File: config.mk
export PLATFORM = sky130hd
export DESIGN_NAME = fp_exp_align_pipe
export DESIGN_NICKNAME = d
export VERILOG_FILES = /design/src/rtl/fp_exp_align_pipe_pkg.sv /design/src/rtl/fp_exp_align_pipe_rshift.sv /design/src/rtl/fp_exp_align_pipe.sv
export SDC_FILE = /design/constraint.sdc
export NUM_CORES = 1
export LEC_CHECK = 0
export ABC_AREA = 1
export BUFFER_PORTS_ARGS = -buffer_cell sky130_fd_sc_hd__buf_4
export CORE_MARGIN = 4
export CORE_UTILIZATION = 57
export CTS_CLUSTER_SIZE = 8
export DETAILED_ROUTE_END_ITERATION = 16
export PLACE_DENSITY = 0.8
export SLEW_MARGIN = 20
export SYNTH_ARGS = -nofsm -noshare
export SYNTH_HDL_FRONTEND = slang
export SYNTH_HIERARCHICAL = 1
export SYNTH_SLANG_ARGS = --single-unit
File: constraint.sdc
create_clock -name clk -period 5.2 [get_ports clk]
set_input_delay 1.04 -clock clk [delete_from_list [all_inputs] [get_ports clk]]
set_output_delay 1.04 -clock clk [all_outputs]
set_load 0.02 [all_outputs]
File: src/rtl/fp_exp_align_pipe_pkg.sv
// Shared format constants for the FP adder alignment front end.
package fp_align_pkg;

    // Single-precision field widths (significand includes the hidden bit)
    localparam int unsigned SP_EXP_W = 8;
    localparam int unsigned SP_MAN_W = 24;

    // Double-precision field widths (significand includes the hidden bit)
    localparam int unsigned DP_EXP_W = 11;
    localparam int unsigned DP_MAN_W = 53;

    // Guard, round and sticky bits appended below the significand
    localparam int unsigned GRS_W = 3;

endpackage : fp_align_pkg

File: src/rtl/fp_exp_align_pipe_rshift.sv
// Combinational right shift that folds every shifted-out bit into bit 0 (sticky).
// Shift amounts of W or more leave only the sticky bit.
module fp_rshift_sticky #(
    parameter int unsigned W    = 56,
    parameter int unsigned SH_W = 6
) (
    input  logic [W-1:0]    din_i,
    input  logic [SH_W-1:0] sh_i,
    output logic [W-1:0]    dout_c_o
);

    logic [W-1:0] shifted;
    logic [W-1:0] lost_mask;

    // Shift, then OR the bits that fell off the bottom into the LSB
    always_comb begin
        shifted      = din_i >> sh_i;
        lost_mask    = ~({W{1'b1}} << sh_i);
        dout_c_o     = shifted;
        dout_c_o[0]  = shifted[0] | (|(din_i & lost_mask));
    end

endmodule : fp_rshift_sticky

File: src/rtl/fp_exp_align_pipe.sv
// Two-stage exponent compare / significand align front end for the FP adder.
// Stage 1 orders the operands by exponent; stage 2 aligns the smaller one.
module fp_exp_align_pipe
    import fp_align_pkg::*;
#(
    parameter int unsigned EXP_W = DP_EXP_W,
    parameter int unsigned MAN_W = DP_MAN_W,
    localparam int unsigned ALN_W = MAN_W + GRS_W,
    localparam int unsigned SH_W  = $clog2(ALN_W + 1)
) (
    input  logic             clk,
    input  logic             rst_n,
    input  logic             in_valid,
    output logic             in_ready,
    input  logic [EXP_W-1:0] ea,
    input  logic [EXP_W-1:0] eb,
    input  logic [MAN_W-1:0] ma,
    input  logic [MAN_W-1:0] mb,
    output logic             out_valid,
    input  logic             out_ready,
    output logic [EXP_W-1:0] e_big,
    output logic [ALN_W-1:0] m_big,
    output logic [ALN_W-1:0] m_small,
    output logic             eb_gt_ea,
    output logic [EXP_W-1:0] as
);

    // Stage-1 register contents: ordered operands plus saturated shift
    typedef struct packed {
        logic [EXP_W-1:0] e_big;
        logic [MAN_W-1:0] m_b;
        logic [MAN_W-1:0] m_s;
        logic [SH_W-1:0]  sh;
        logic [EXP_W-1:0] as;
        logic             eb_gt_ea;
    } align_s;

    logic             v1_q, v1_d;
    logic             v2_q, v2_d;
    align_s           s1_q, s1_d;
    logic [EXP_W-1:0] e_big_q, e_big_d;
    logic [EXP_W-1:0] as_q, as_d;
    logic [ALN_W-1:0] m_big_q, m_big_d;
    logic [ALN_W-1:0] m_small_q, m_small_d;
    logic             gt_q, gt_d;
    logic             ld1, ld2;
    logic             gt_c;
    logic [EXP_W-1:0] diff_c;
    logic [ALN_W-1:0] m_small_c;

    // Stage 2 loads when empty or draining; stage 1 when empty or moving into stage 2
    always_comb begin
        ld2      = !v2_q || out_ready;
        ld1      = !v1_q || ld2;
        in_ready = ld1;
        v1_d     = ld1 ? in_valid : v1_q;
        v2_d     = ld2 ? v1_q : v2_q;
    end

    // Stage 1: compare exponents, swap operands, clamp the shift amount
    always_comb begin
        s1_d   = s1_q;
        gt_c   = (eb > ea);
        diff_c = gt_c ? (eb - ea) : (ea - eb);
        if (ld1 && in_valid) begin
            s1_d.eb_gt_ea = gt_c;
            s1_d.as       = diff_c;
            s1_d.e_big    = gt_c ? eb : ea;
            s1_d.m_b      = gt_c ? mb : ma;
            s1_d.m_s      = gt_c ? ma : mb;
            if (32'(diff_c) >= ALN_W) begin
                s1_d.sh = SH_W'(ALN_W);
            end else begin
                s1_d.sh = SH_W'(diff_c);
            end
        end
    end

    fp_rshift_sticky #(
        .W    (ALN_W),
        .SH_W (SH_W)
    ) u_rshift (
        .din_i    ({s1_q.m_s, {GRS_W{1'b0}}}),
        .sh_i     (s1_q.sh),
        .dout_c_o (m_small_c)
    );

    // Stage 2: capture aligned significands and pass-through fields
    always_comb begin
        e_big_d   = e_big_q;
        as_d      = as_q;
        gt_d      = gt_q;
        m_big_d   = m_big_q;
        m_small_d = m_small_q;
        if (ld2 && v1_q) begin
            e_big_d   = s1_q.e_big;
            as_d      = s1_q.as;
            gt_d      = s1_q.eb_gt_ea;
            m_big_d   = {s1_q.m_b, {GRS_W{1'b0}}};
            m_small_d = m_small_c;
        end
    end

    // Pipeline state; reset flushes both stages and clears outputs
    always_ff @(posedge clk or negedge rst_n) begin
        if (!rst_n) begin
            v1_q      <= 1'b0;
            v2_q      <= 1'b0;
            s1_q      <= '0;
            e_big_q   <= '0;
            as_q      <= '0;
            gt_q      <= 1'b0;
            m_big_q   <= '0;
            m_small_q <= '0;
        end else begin
            v1_q      <= v1_d;
            v2_q      <= v2_d;
            s1_q      <= s1_d;
            e_big_q   <= e_big_d;
            as_q      <= as_d;
            gt_q      <= gt_d;
            m_big_q   <= m_big_d;
            m_small_q <= m_small_d;
        end
    end

    assign out_valid = v2_q;
    assign e_big     = e_big_q;
    assign as        = as_q;
    assign eb_gt_ea  = gt_q;
    assign m_big     = m_big_q;
    assign m_small   = m_small_q;

endmodule : fp_exp_align_pipe

Word level (Yosys, flattened, before mapping)

Cells that the tools add are included.

Register bits after elaboration: 269
Latch bits: 0
Memory bits (writable): 0
Bits in read-only memories: 0
Input bits: 132
Memories: 0

Add/subtract/negate cells: 2
Multipliers: 0
Div/mod/pow operators: 0
Order comparisons: 2
Equality and inequality tests: 0
Shift-type cells: 2
Multiplexer cells: 5
Bitwise operators: 3
Reductions and logical operators: 7

Operator list:

| operator                | count |
|---|---|
| $mux W53                | 2 |
| $and A56 B56 Y56        | 1 |
| $not A56 Y56            | 1 |
| $reduce_or A56 Y1       | 1 |
| $shl A56 B6 Y56 const A | 1 |
| $shr A56 B6 Y56         | 1 |
| $mux W11                | 2 |
| $sub A11 B11 Y11        | 2 |
| $ge A11 B6 Y1 const B   | 1 |
| $gt A11 B11 Y1          | 1 |
| $mux W6                 | 1 |
| $logic_and A1 B1 Y1     | 2 |
| $logic_not A1 Y1        | 2 |
| $logic_or A1 B1 Y1      | 2 |
| $or A1 B1 Y1            | 1 |

Logic depth before layout (Yosys ltp)

Gate-level depths: netlist (run 1).

Depth after elaboration: 5
Gate-level depth with buffers: 19
Depth with buffers taken out: 18

By module

Netlist (run 1), hierarchy kept.

Modules (own cells, without submodules):

| module            | times used | cells an instance | area each (µm²) | seq. area each (µm²) |
|---|---|---|---|---|
| fp_exp_align_pipe | 1          | 1,362             | 12,293.0        | 6,731.5 |
| fp_rshift_sticky  | 1          | 919               | 4,117.7         | 0.0 |

Worst setup path after synthesis (run 1)

Ideal clock, no wire load.

Path type: input port to flip-flop
Start point: input ea[3]
End point: register s1_q[15] (netlist bit)
Library setup time: 0.113 ns
Arrival time: 2.631 ns
Path slack: 2.456 ns
Stages on the path: 18
Buffers on the path: 3
Path through: inv_1 > ha_1 > buf_2 > nand2_1 > inv_2 > nand2_1 > nor2_1 > nand2_1 > nand3_4 > nand2_4 > buf_6 > buf_6 > nand2_2 > nand2_2 > nor2_2 > nand3_1 > nand2_1 > inv_1

Longest elaborated chain between the ends: 4
Elaborated cells on any way between the ends: 6
Classes of those cells: add/sub: 2; order compare: 2; mux: 2

Ends and longest elaborated chain:

| what                                               | line                                             | text |
|---|---|---|
| start, declared                                    | fp_exp_align_pipe.sv:15                          | `input logic [EXP_W-1:0] ea,` |
| $sub A11 B11 Y11 or $gt A11 B11 Y1 (tied branches) | fp_exp_align_pipe.sv:64, fp_exp_align_pipe.sv:63 |  |
| $mux W11 (*)                                       | fp_exp_align_pipe.sv:64                          | `diff_c = gt_c ? (eb - ea) : (ea - eb);` |
| $ge A11 B6 Y1                                      | fp_exp_align_pipe.sv:71                          | `if (32'(diff_c) >= ALN_W) begin` |
| $mux W6 (*)                                        | fp_exp_align_pipe.sv:71                          |  |
| end signal, assigned                               | fp_exp_align_pipe.sv:109                         | `s1_q <= '0;` |
| end signal, assigned                               | fp_exp_align_pipe.sv:118                         | `s1_q <= s1_d;` |
| end, declared                                      | fp_exp_align_pipe.sv:40                          | `align_s s1_q, s1_d;` |

Mark *: on every way between the ends. The rest lies on a longest branch, timed or not.
A chain may end at the register's enable or synchronous reset.

Final worst setup path (run 1)

Start point: input ea[2]
End point: register s1_q[33] (netlist bit)

Longest elaborated chain between the ends: 2

Ends and longest elaborated chain:

| what           | line                    | text |
|---|---|---|
| $gt A11 B11 Y1 | fp_exp_align_pipe.sv:63 | `gt_c = (eb > ea);` |
| $mux W53       | fp_exp_align_pipe.sv:70 | `s1_d.m_s = gt_c ? ma : mb;` |

Every way passes these cells.

==> out/summary.txt, run 1 <==
Routed vias = 16600
Syn avg cell area = 7.19 sq um
Total clock sinks = 269
DP HPWL = 38.8 mm
Initial DRC Count = 2087
Detail Route met2 WL = 26.3 mm
Worst-path clk slew = 0.05 ns
Starting density of the core = 58.4%
Crit path kind = in -> reg
Tmin final = 3.61 ns
Slew @ Worst Pin = 1.02 ns
Post-DRT Antenna Nets = 0
Critical Path RT = 5.64 ns
Total wire length = 54.1 mm
Core area = 28100 sq um
Antenna violations before repair = 0
Static Leak = 0.00988 uW
GRT Overall Usage = 33.5%
CP Capture Type = flip-flop
Worst Path Arrival = 4.05 ns
Peak VDD IR = 328 uV
Post-Synthesis Cell Area = 16400 sq um
CP Cell Sequence = buf_4, inv_1, ha_1, nand2_1, nand3_1, nand2_1, nand3_4, nand2_4, buf_4, buf_4, a21oi_1, a21oi_1
Placer Congestion = 0.979
Share of layout cells above drive strength 1 = 17.4%
CP startpoint kind = input pin
# nets final = 2623
Status = finished clean
CP Buf/Inv Count = 4
Final setup margin = 1.59 ns
Routed metal-1 wire length = 21.5 mm
Via density = 5.84
TritonCTS clock tree = yes
Site Rows = 61
Post-Syn Instances = 2281
CP max stage cell = buf_4
Final Util = 69.2%
Total grt overflow = 0
Setup_tns = 0 ns
# port buffers = 265
Post-CTS setup buffer count = 0
DRC Markers = 0
Die height = 178 microns
Die width = 178 microns
RSZ-0062 raised after global routing = false
PwrDens = 387 nW/um^2
Worst Skew = 0.0244 ns
Final Setup Violations = 0
Largest net degree at the start of global routing = 185
Worst hold slack = 0.481 ns
First-pass iteration count of the detailed router = 6
Place WS = 1.17 ns
Crit path max fanout = 60
Num CTS Buffers = 39
CTS Buffer Depth = 3
H-Tree Depth = 2
Top sig layer = met4
Yosys reg bits = 269
Seq/Total Area, Yosys = 41.0%
Highest achievable clock rate = 277 MHz
Clock Latency Late Sink = 0.53 ns
HP Class = reg -> reg
Critical Path Max Stage Delay = 0.60 ns
Ports = 269
DR WL/cell = 19.0 microns
Diodes inserted = 0
Max Slew Vio Count = 0
Final count of hold timing violations = 0
Post-CTS Hold Buffers = 0
Vias in the first global route = 15900
Max-Slew Margin vs Limit = 31.9%
Resized cells post-CTS = 0
CP most frequent cell = buf_4
Max Cap Viol = 0
Tcrit/Tclk final = 69.5%
Met3 routed WL = 4.25 mm
Full die area = 31600 sq um
Synth cell types = 39
First-pass GRT wire length = 84.4 mm
Root Buffer = clkbuf_16
CP top delay family = buffers and inverters
P&R area growth vs syn = 18.4%
Ys Warns = 6
==> cells in the mapped netlist <==
master | count | area [sq um]
xor2_1 | 5 | 43.8
buf_4 | 19 | 143
and2_0 | 1 | 6.26
xnor2_1 | 2 | 17.5
conb_1 | 1 | 3.75
fa_1 | 2 | 40.0
nor2_1 | 174 | 653
inv_2 | 9 | 33.8
nor2_4 | 3 | 33.8
nand2_2 | 4 | 25.0
nand3_2 | 1 | 10.0
and2_1 | 13 | 81.3
clkinv_1 | 2 | 7.51
buf_6 | 11 | 124
buf_2 | 51 | 255
o211ai_1 | 7 | 52.6
nand4_1 | 28 | 175
o21ai_0 | 151 | 756
nor2_2 | 7 | 43.8
o21ai_1 | 50 | 250
nand2_4 | 1 | 11.3
nand2_1 | 636 | 2390
nand3_1 | 297 | 1490
a21oi_2 | 1 | 8.76
inv_1 | 178 | 668
o22ai_1 | 56 | 350
ha_1 | 21 | 263
mux2_2 | 59 | 664
o21bai_1 | 2 | 15.0
or2_2 | 9 | 56.3
a21oi_1 | 141 | 706
clkbuf_1 | 48 | 180
o21ai_2 | 1 | 8.76
a22oi_1 | 1 | 7.51
dfrtp_1 | 269 | 6730
o221ai_1 | 1 | 8.76
buf_1 | 17 | 63.8
nand4_4 | 1 | 21.3
nand3_4 | 1 | 17.5
==> flip-flops by register name, summed over array words and instances (netlist names) <==
register and count:
eb_gt_ea 1, v1_q 1, out_valid 1, as 11
e_big 11, m_small 56, s1_q 135, m_big 53
==> cell usage in the layout, fill, tap and decap left out, drive strengths merged <==
cell and n:
nor2 184, o21ai 202, clkbuf 43, or2 9
clkinv 5, and2 14, inv 186, nand2 641
o221ai 1, nand4 29, dfrtp 269, a22oi 1
conb 10, o21bai 2, fa 2, xnor2 2
ha 21, mux2 59, a21oi 142, o22ai 56
buf 283, xor2 5, nand3 299, o211ai 7
==> report_power, final <==
| part | switching [uW] | internal (uW) |
|---|---|---|
| clock | 879 | 1370 |
| sequential | 327 | 2520 |
| combinational | 1550 | 880 |
| total | 2750 | 4780 |
==> metrics by stage <==
step           instances  power (uW)  instance area (sq um)
2_1_floorplan       2290        4300                  16400
3_3_place_gp        2805        5200                  18400
3_5_place_dp        2805        5260                  18400
4_1_cts             2850        7540                  19400
5_1_grt             2850        7920                  19400
6_report            2850        7530                  19400
==> layout make-up <==
class | count | area, sq um
inverter | 189 | 712
timing repair buffer | 283 | 2190
clock inverter | 2 | 46.3
fill | 2384 | 8650
tap | 378 | 473
multi-input combinational | 1686 | 8250
clock buffer | 43 | 1020
sequential | 269 | 6740
==> path summary, 6_finish.rpt <==
check                      slack [ns]                      to                  start  cells past startpoint
min in group asynchronous        0.58    s1_q[91]$_DFFE_PN0P_                  rst_n                      1
setup / recovery                 1.59    s1_q[33]$_DFFE_PN0P_                  ea[2]                     12
hold / removal                   0.48   m_big[36]$_DFFE_PN0P_  m_big[36]$_DFFE_PN0P_                      2
setup reg to reg                 1.91  m_small[0]$_DFFE_PN0P_   s1_q[15]$_DFFE_PN0P_                     13
hold reg to reg                  0.48   m_big[36]$_DFFE_PN0P_  m_big[36]$_DFFE_PN0P_                      2
max in group asynchronous        3.66   s1_q[129]$_DFFE_PN0P_                  rst_n                      2
==> metal layers <==
metal / global-route usage, % / up-vias
met5: 0 / -
met4: 11.5 / 0
met3: 5.69 / 141
met2: 57.1 / 799
met1: 43.3 / 7847
li1: - / 7852
==> kinds of logic after synthesis <==
group	after synthesis	synth area share [%]
AOI/OAI and AO/OA	411	13.2
xor gates and xnor gates	7	0.374
adders and majority gates	23	1.85
buffers and inverters	335	8.99
DFF	269	41.0
muxes	59	4.05
other	1	0.0229
and+or+nand+nor	1176	30.5
==> worst min-delay path: cells and delay by family, from the launching register on <==
kind / cells / cell delay, ns
DFF: 1 / 0.33
and+or+nand+nor: 1 / 0.05
AOI/OAI and AO/OA: 1 / 0.06
Note: power is estimated with default switching activity, not from simulation.
==> run 2: changes to the inputs <==
==> constraint.sdc (replaced) <==
create_clock -name clk -period 3.6 [get_ports clk]
set_input_delay 0.72 -clock clk [delete_from_list [all_inputs] [get_ports clk]]
set_output_delay 0.72 -clock clk [all_outputs]
set_load 0.02 [all_outputs]
==> run 2 against run 1 <==
Net effect:
- register-to-register slack worse by 1.4 ns
- die area unchanged
- cell area up 1.0%
- routed wire length up 4.0%
- via count up 2.5%
- count of clock-buffer cells in the layout down 3
- sequential power up 45%
- global-route usage up 1.7 points
- flip-flop and latch count unchanged
- non-clock buffer count up 22
- worst setup slack worse by 1.1 ns
- largest power group unchanged
==> out/summary.txt, run 2 (same netlist as run 1, synthesis figures left out) <==
Ports = 269
Sw Share = 37.3%
Worst-path clk slew = 0.05 ns
Slew @ Worst Pin = 0.818 ns
Share of layout cells above drive strength 1 = 18.1%
GRT Overall Usage = 35.2%
CP Buf/Inv Count = 3
Max Cap Viol = 0
Highest achievable clock rate = 322 MHz
RSZ-0062 raised after global routing = false
Comb pwr share = 32.6%
Critical Path Max Stage Delay = 0.66 ns
DP HPWL = 41.5 mm
Worst Path Arrival = 3.49 ns
Tmin final = 3.10 ns
Status = finished clean
Pwr Total = 11000 uW
PwrDens = 558 nW/um^2
NetSw = 4090 uW
Final Setup Violations = 0
Setup_tns = 0 ns
CP Capture Type = flip-flop
CP Cell Sequence = inv_2, nand2_1, nand2_1, o21ai_1, inv_1, nand2_1, nand2_1, inv_1, nand2_1, nand3_1, nand4_1, mux2_2
Worst Skew = 0.0378 ns
Final Util = 69.9%
Max-Slew Margin vs Limit = 45.4%
Full die area = 31600 sq um
Post-CTS Hold Buffers = 0
# port buffers = 265
Clock power share = 29.7%
Post-DRT Antenna Nets = 0
Largest net degree at the start of global routing = 109
Max Slew Vio Count = 0
Routed vias = 17100
Initial DRC Count = 2017
CP startpoint kind = flip-flop
Most frequent cells in the layout = nand2_1 (634), nand3_1 (297), buf_4 (295), dfrtp_1 (266), inv_1 (177)
Post-CTS setup buffer count = 0
First-pass iteration count of the detailed router = 8
HP Class = in -> async
First-pass GRT wire length = 87.8 mm
Antenna violations before repair = 0
CP most frequent cell = nand2_1
H-Tree Depth = 2
Num CTS Buffers = 39
Largest register FFs = 135
Die height = 178 microns
Total wire length = 56.3 mm
Via density = 5.94
Placer Congestion = 1.01
Fillers = 2330
Critical Path RT = 3.99 ns
Commonest non-fill, non-tap cell in the layout = nand2_1
Vias in the first global route = 16500
Register share of total power = 37.7%
Resized cells post-CTS = 0
Worst hold slack = 0.232 ns
Die width = 178 microns
Site Rows = 61
Starting density of the core = 58.4%
Crit path kind = reg -> reg
Diodes inserted = 0
P_int = 6870 uW
Core area = 28100 sq um
DRC Markers = 0
CTS Buffer Depth = 3
Peak VDD IR = 496 uV
Final count of hold timing violations = 0
Biggest register = s1_q
Tcrit/Tclk final = 86.2%
P&R area growth vs syn = 19.7%
Static Leak = 0.00999 uW
Total clock sinks = 269
DR WL/cell = 19.6 microns
TritonCTS clock tree = yes
CP max stage cell = dfrtp_2
Clock Latency Late Sink = 0.54 ns
Root Buffer = clkbuf_16
CP top delay family = buffers and inverters
Total grt overflow = 0
# nets final = 2645
Crit path max fanout = 49
==> run 2: cell types whose count changed in the layout (fill, tap and decap cells not counted) <==
cell / previous run / this run
buf_4: 277 / 295
buf_12: 5 / 9
clkbuf_1: 2 / 1
clkbuf_16: 40 / 39
clkbuf_8: 1 / 0
clkinv_1: 3 / 2
clkinv_16: 1 / 2
clkinv_2: 0 / 1
clkinv_8: 1 / 0
inv_1: 176 / 177
inv_6: 0 / 1
==> run 2: path summary, 6_finish.rpt <==
path,from,end,slack [ns],cells past startpoint
min in group clk,eb[9],s1_q[133]$_DFFE_PN0P_,0.44,3
max in group asynchronous,rst_n,m_small[33]$_DFFE_PN0P_,2.55,2
min,rst_n,m_big[23]$_DFFE_PN0P_,0.23,1
max,s1_q[12]$_DFFE_PN0P_,m_small[9]$_DFFE_PN0P_,0.50,12
max reg2reg,s1_q[12]$_DFFE_PN0P_,m_small[9]$_DFFE_PN0P_,0.50,12
min reg2reg,as[7]$_DFFE_PN0P_,as[7]$_DFFE_PN0P_,0.48,2
==> run 2: per-stage QoR <==
| stage | area, sq um | cells | setup WS (ns) |
|---|---|---|---|
| final | 19600 | 2871 | 0.498 |
| after global routing | 19600 | 2871 | 0.280 |
| after CTS | 19600 | 2871 | 0.580 |
| after detailed placement | 18600 | 2827 | 0.547 |
| after global placement | 18600 | 2827 | 0.582 |
| after floorplan | 16400 | 2290 | 1.18 |
==> run 2: area by class of cell <==
cell class	instances	area (sq um)	area share [%]
clock inverters	4	73.8	0.376
flip-flops and latches	269	6740	34.3
repair buffers	305	2410	12.3
inverters	189	712	3.63
multi-input cells	1686	8250	42.0
clock buffers	40	980	4.99
well taps	378	473	2.41
==> run 2: power by group through the flow <==
stage / sequential [uW] / clock, uW / combinational [uW]
3_5_place_dp: 4150 / 0 / 3520
3_3_place_gp: 4130 / 0 / 3450
6_report: 4130 / 3260 / 3580
4_1_cts: 4120 / 3290 / 3550
5_1_grt: 4190 / 3410 / 3920
2_1_floorplan: 4370 / 0 / 1850
==> run 2: metal layers <==
layer	wire (microns)	GRT usage (%)	part of all wire, %	vias to the layer above
li1	-	-	-	7873
met1	21700	45.2	38	8088
met2	27600	59.7	49	929
met3	4690	5.97	8.3	164
met4	2320	13.6	4.1	0
met5	0	0	0	-
==> run 3: changes to the inputs <==
--- a/config.mk
+++ b/config.mk
@@ -8,10 +8,9 @@
 export ABC_AREA = 1
 export BUFFER_PORTS_ARGS = -buffer_cell sky130_fd_sc_hd__buf_4
 export CORE_MARGIN = 4
-export CORE_UTILIZATION = 57
+export CORE_UTILIZATION = 25
 export CTS_CLUSTER_SIZE = 8
 export DETAILED_ROUTE_END_ITERATION = 16
-export PLACE_DENSITY = 0.8
 export SLEW_MARGIN = 20
 export SYNTH_ARGS = -nofsm -noshare
 export SYNTH_HDL_FRONTEND = slang
==> run 3 against run 2 <==
Net effect:
- register-to-register slack improved by 0.36 ns
- routed wire length increased by 8.6%
- die area increased by 120%
- cell area increased by 3.7%
- sequential power about the same
- count of clock-buffer cells in the layout increased by 8
- maximum frequency increased by 13%
- combinational power about the same
- final cell count increased by 17%
- non-clock buffer count increased by 8
- critical endpoint is now m_small[0]$_DFFE_PN0P_
- largest power group unchanged
==> out/summary.txt, run 3 (same netlist as run 1, synthesis figures left out) <==
Largest net degree at the start of global routing = 103
Post-CTS setup buffer count = 0
Crit path from = s1_q[16]$_DFFE_PN0P_
CP endpoint = m_small[0]$_DFFE_PN0P_
Placed Area = 19200 sq um
DRC Markers = 0
Detail Route met2 WL = 29.7 mm
Full die area = 69800 sq um
Met3 routed WL = 3.90 mm
Commonest non-fill, non-tap cell in the layout = nand2_1
First-pass GRT wire length = 94.5 mm
Post-route cell area = 20400 sq um
Root Buffer = clkbuf_16
PwrDens = 549 nW/um^2
Die width = 264 microns
Diodes inserted = 0
Num CTS Buffers = 40
Resized cells post-CTS = 0
P&R area growth vs syn = 24.0%
Worst Skew = 0.0249 ns
RSZ-0062 raised after global routing = false
Site Rows = 93
Final Util = 31.5%
Flop2flop setup slack = 0.86 ns
Top sig layer = met5
Static Leak = 0.0101 uW
Crit path kind = reg -> reg
TritonCTS clock tree = yes
Critical Path RT = 4.03 ns
DP HPWL = 46.3 mm
Routed metal-1 wire length = 25.5 mm
RR Endpoint = m_small[0]$_DFFE_PN0P_
Placed instance count = 3312
Max Cap Viol = 0
Post-CTS Hold Buffers = 0
Routed vias = 16100
Total clock sinks = 269
RR Startpoint = s1_q[16]$_DFFE_PN0P_
Biggest register = s1_q
Largest register FFs = 135
Tmin final = 2.74 ns
Initial DRC Count = 1378
Peak VDD IR = 362 uV
Clock Latency Late Sink = 0.56 ns
CTS Buffer Depth = 3
Area of the multi-input gates = 8250 sq um
Register area = 6740 sq um
GRT Overall Usage = 17.0%
Via density = 4.80
Die height = 264 microns
Total grt overflow = 0
Final count of hold timing violations = 0
Starting density of the core = 25.4%
CP Capture Type = flip-flop
Worst-path clk slew = 0.05 ns
Tcrit/Tclk final = 76.2%
DR WL/cell = 18.2 microns
HP Class = in -> async
Share of layout cells above drive strength 1 = 18.4%
Final non-filler cell total = 3363
Ports = 269
Final Setup Violations = 0
R2R cell count = 13
H-Tree Depth = 2
Fillers = 7097
Highest achievable clock rate = 365 MHz
Worst Path Arrival = 3.17 ns
Max Slew Vio Count = 0
# nets final = 2654
Vias in the first global route = 15900
Status = finished clean
Crit path max fanout = 12
Antenna violations before repair = 2
Setup_tns = 0 ns
Max-Slew Margin vs Limit = 47.7%
# port buffers = 265
Slew @ Worst Pin = 0.783 ns
First-pass iteration count of the detailed router = 6
Most frequent cells in the layout = nand2_1 (634), buf_4 (305), nand3_1 (297), dfrtp_1 (266), inv_1 (177)
Total wire length = 61.1 mm
Core area = 64700 sq um
CP startpoint kind = flip-flop
Post-DRT Antenna Nets = 0
Placer Congestion = 0.936
Pwr Total = 11200 uW
==> run 3: cell count changes in the layout (fill, tap and decap cells not counted), sizes merged <==
cell	previous run	this run
buf	305	313
bufinv	0	1
inv	188	186
clkbuf	40	48
==> run 3: where the power goes <==
group	internal, uW	total [uW]	leakage, uW	switching, uW
Combinational	1310	3580	0.00619	2270
Clock	2130	3490	0.000552	1360
Sequential	3640	4120	0.00332	477
==> run 3: metrics by stage <==
step	setup slack, ns	hold WS (ns)
floorplan	1.18	0.424
global placement	0.425	0.470
detailed placement	0.389	0.472
CTS	0.923	0.184
global route	0.651	0.217
finish	0.857	0.180
==> run 3: cell type report <==
type,instances,area share [%]
clock inverters,3,0.375
flip-flops and latches,269,33.1
inverters,189,3.52
well taps,855,5.26
repair buffers,313,12.0
multi-input cells,1686,40.5
clock buffers,48,5.22
==> run 3: worst min-delay path by stage <==
stage	endpoint	slack (ns)
CTS	m_small[3]$_DFFE_PN0P_	0.18
finish	m_small[55]$_DFFE_PN0P_	0.18
floorplan	as[0]$_DFFE_PN0P_	0.42
global placement	e_big[0]$_DFFE_PN0P_	0.47
global route	m_small[55]$_DFFE_PN0P_	0.22
detailed placement	s1_q[9]$_DFFE_PN0P_	0.47
==> run 3: per-layer routing <==
layer	GRT usage (%)	vias to the layer above
met2	29.1	519
met5	0	-
li1	-	7913
met4	5.47	4
met1	21.5	7605
met3	3.64	105
==> run 3: critical path, cell delays in order (launching register included) <==
cell     delay [ns]
dfrtp_1        0.51
nor2_2         0.54
inv_1          0.35
nand2_1        0.17
nand2_1        0.06
nand2_1        0.07
nand2_1        0.05
nor2_1         0.10
nand2_1        0.06
nor2_1         0.08
nand2_1        0.05
nor2_1         0.19
nand2_1        0.12
mux2_2         0.27
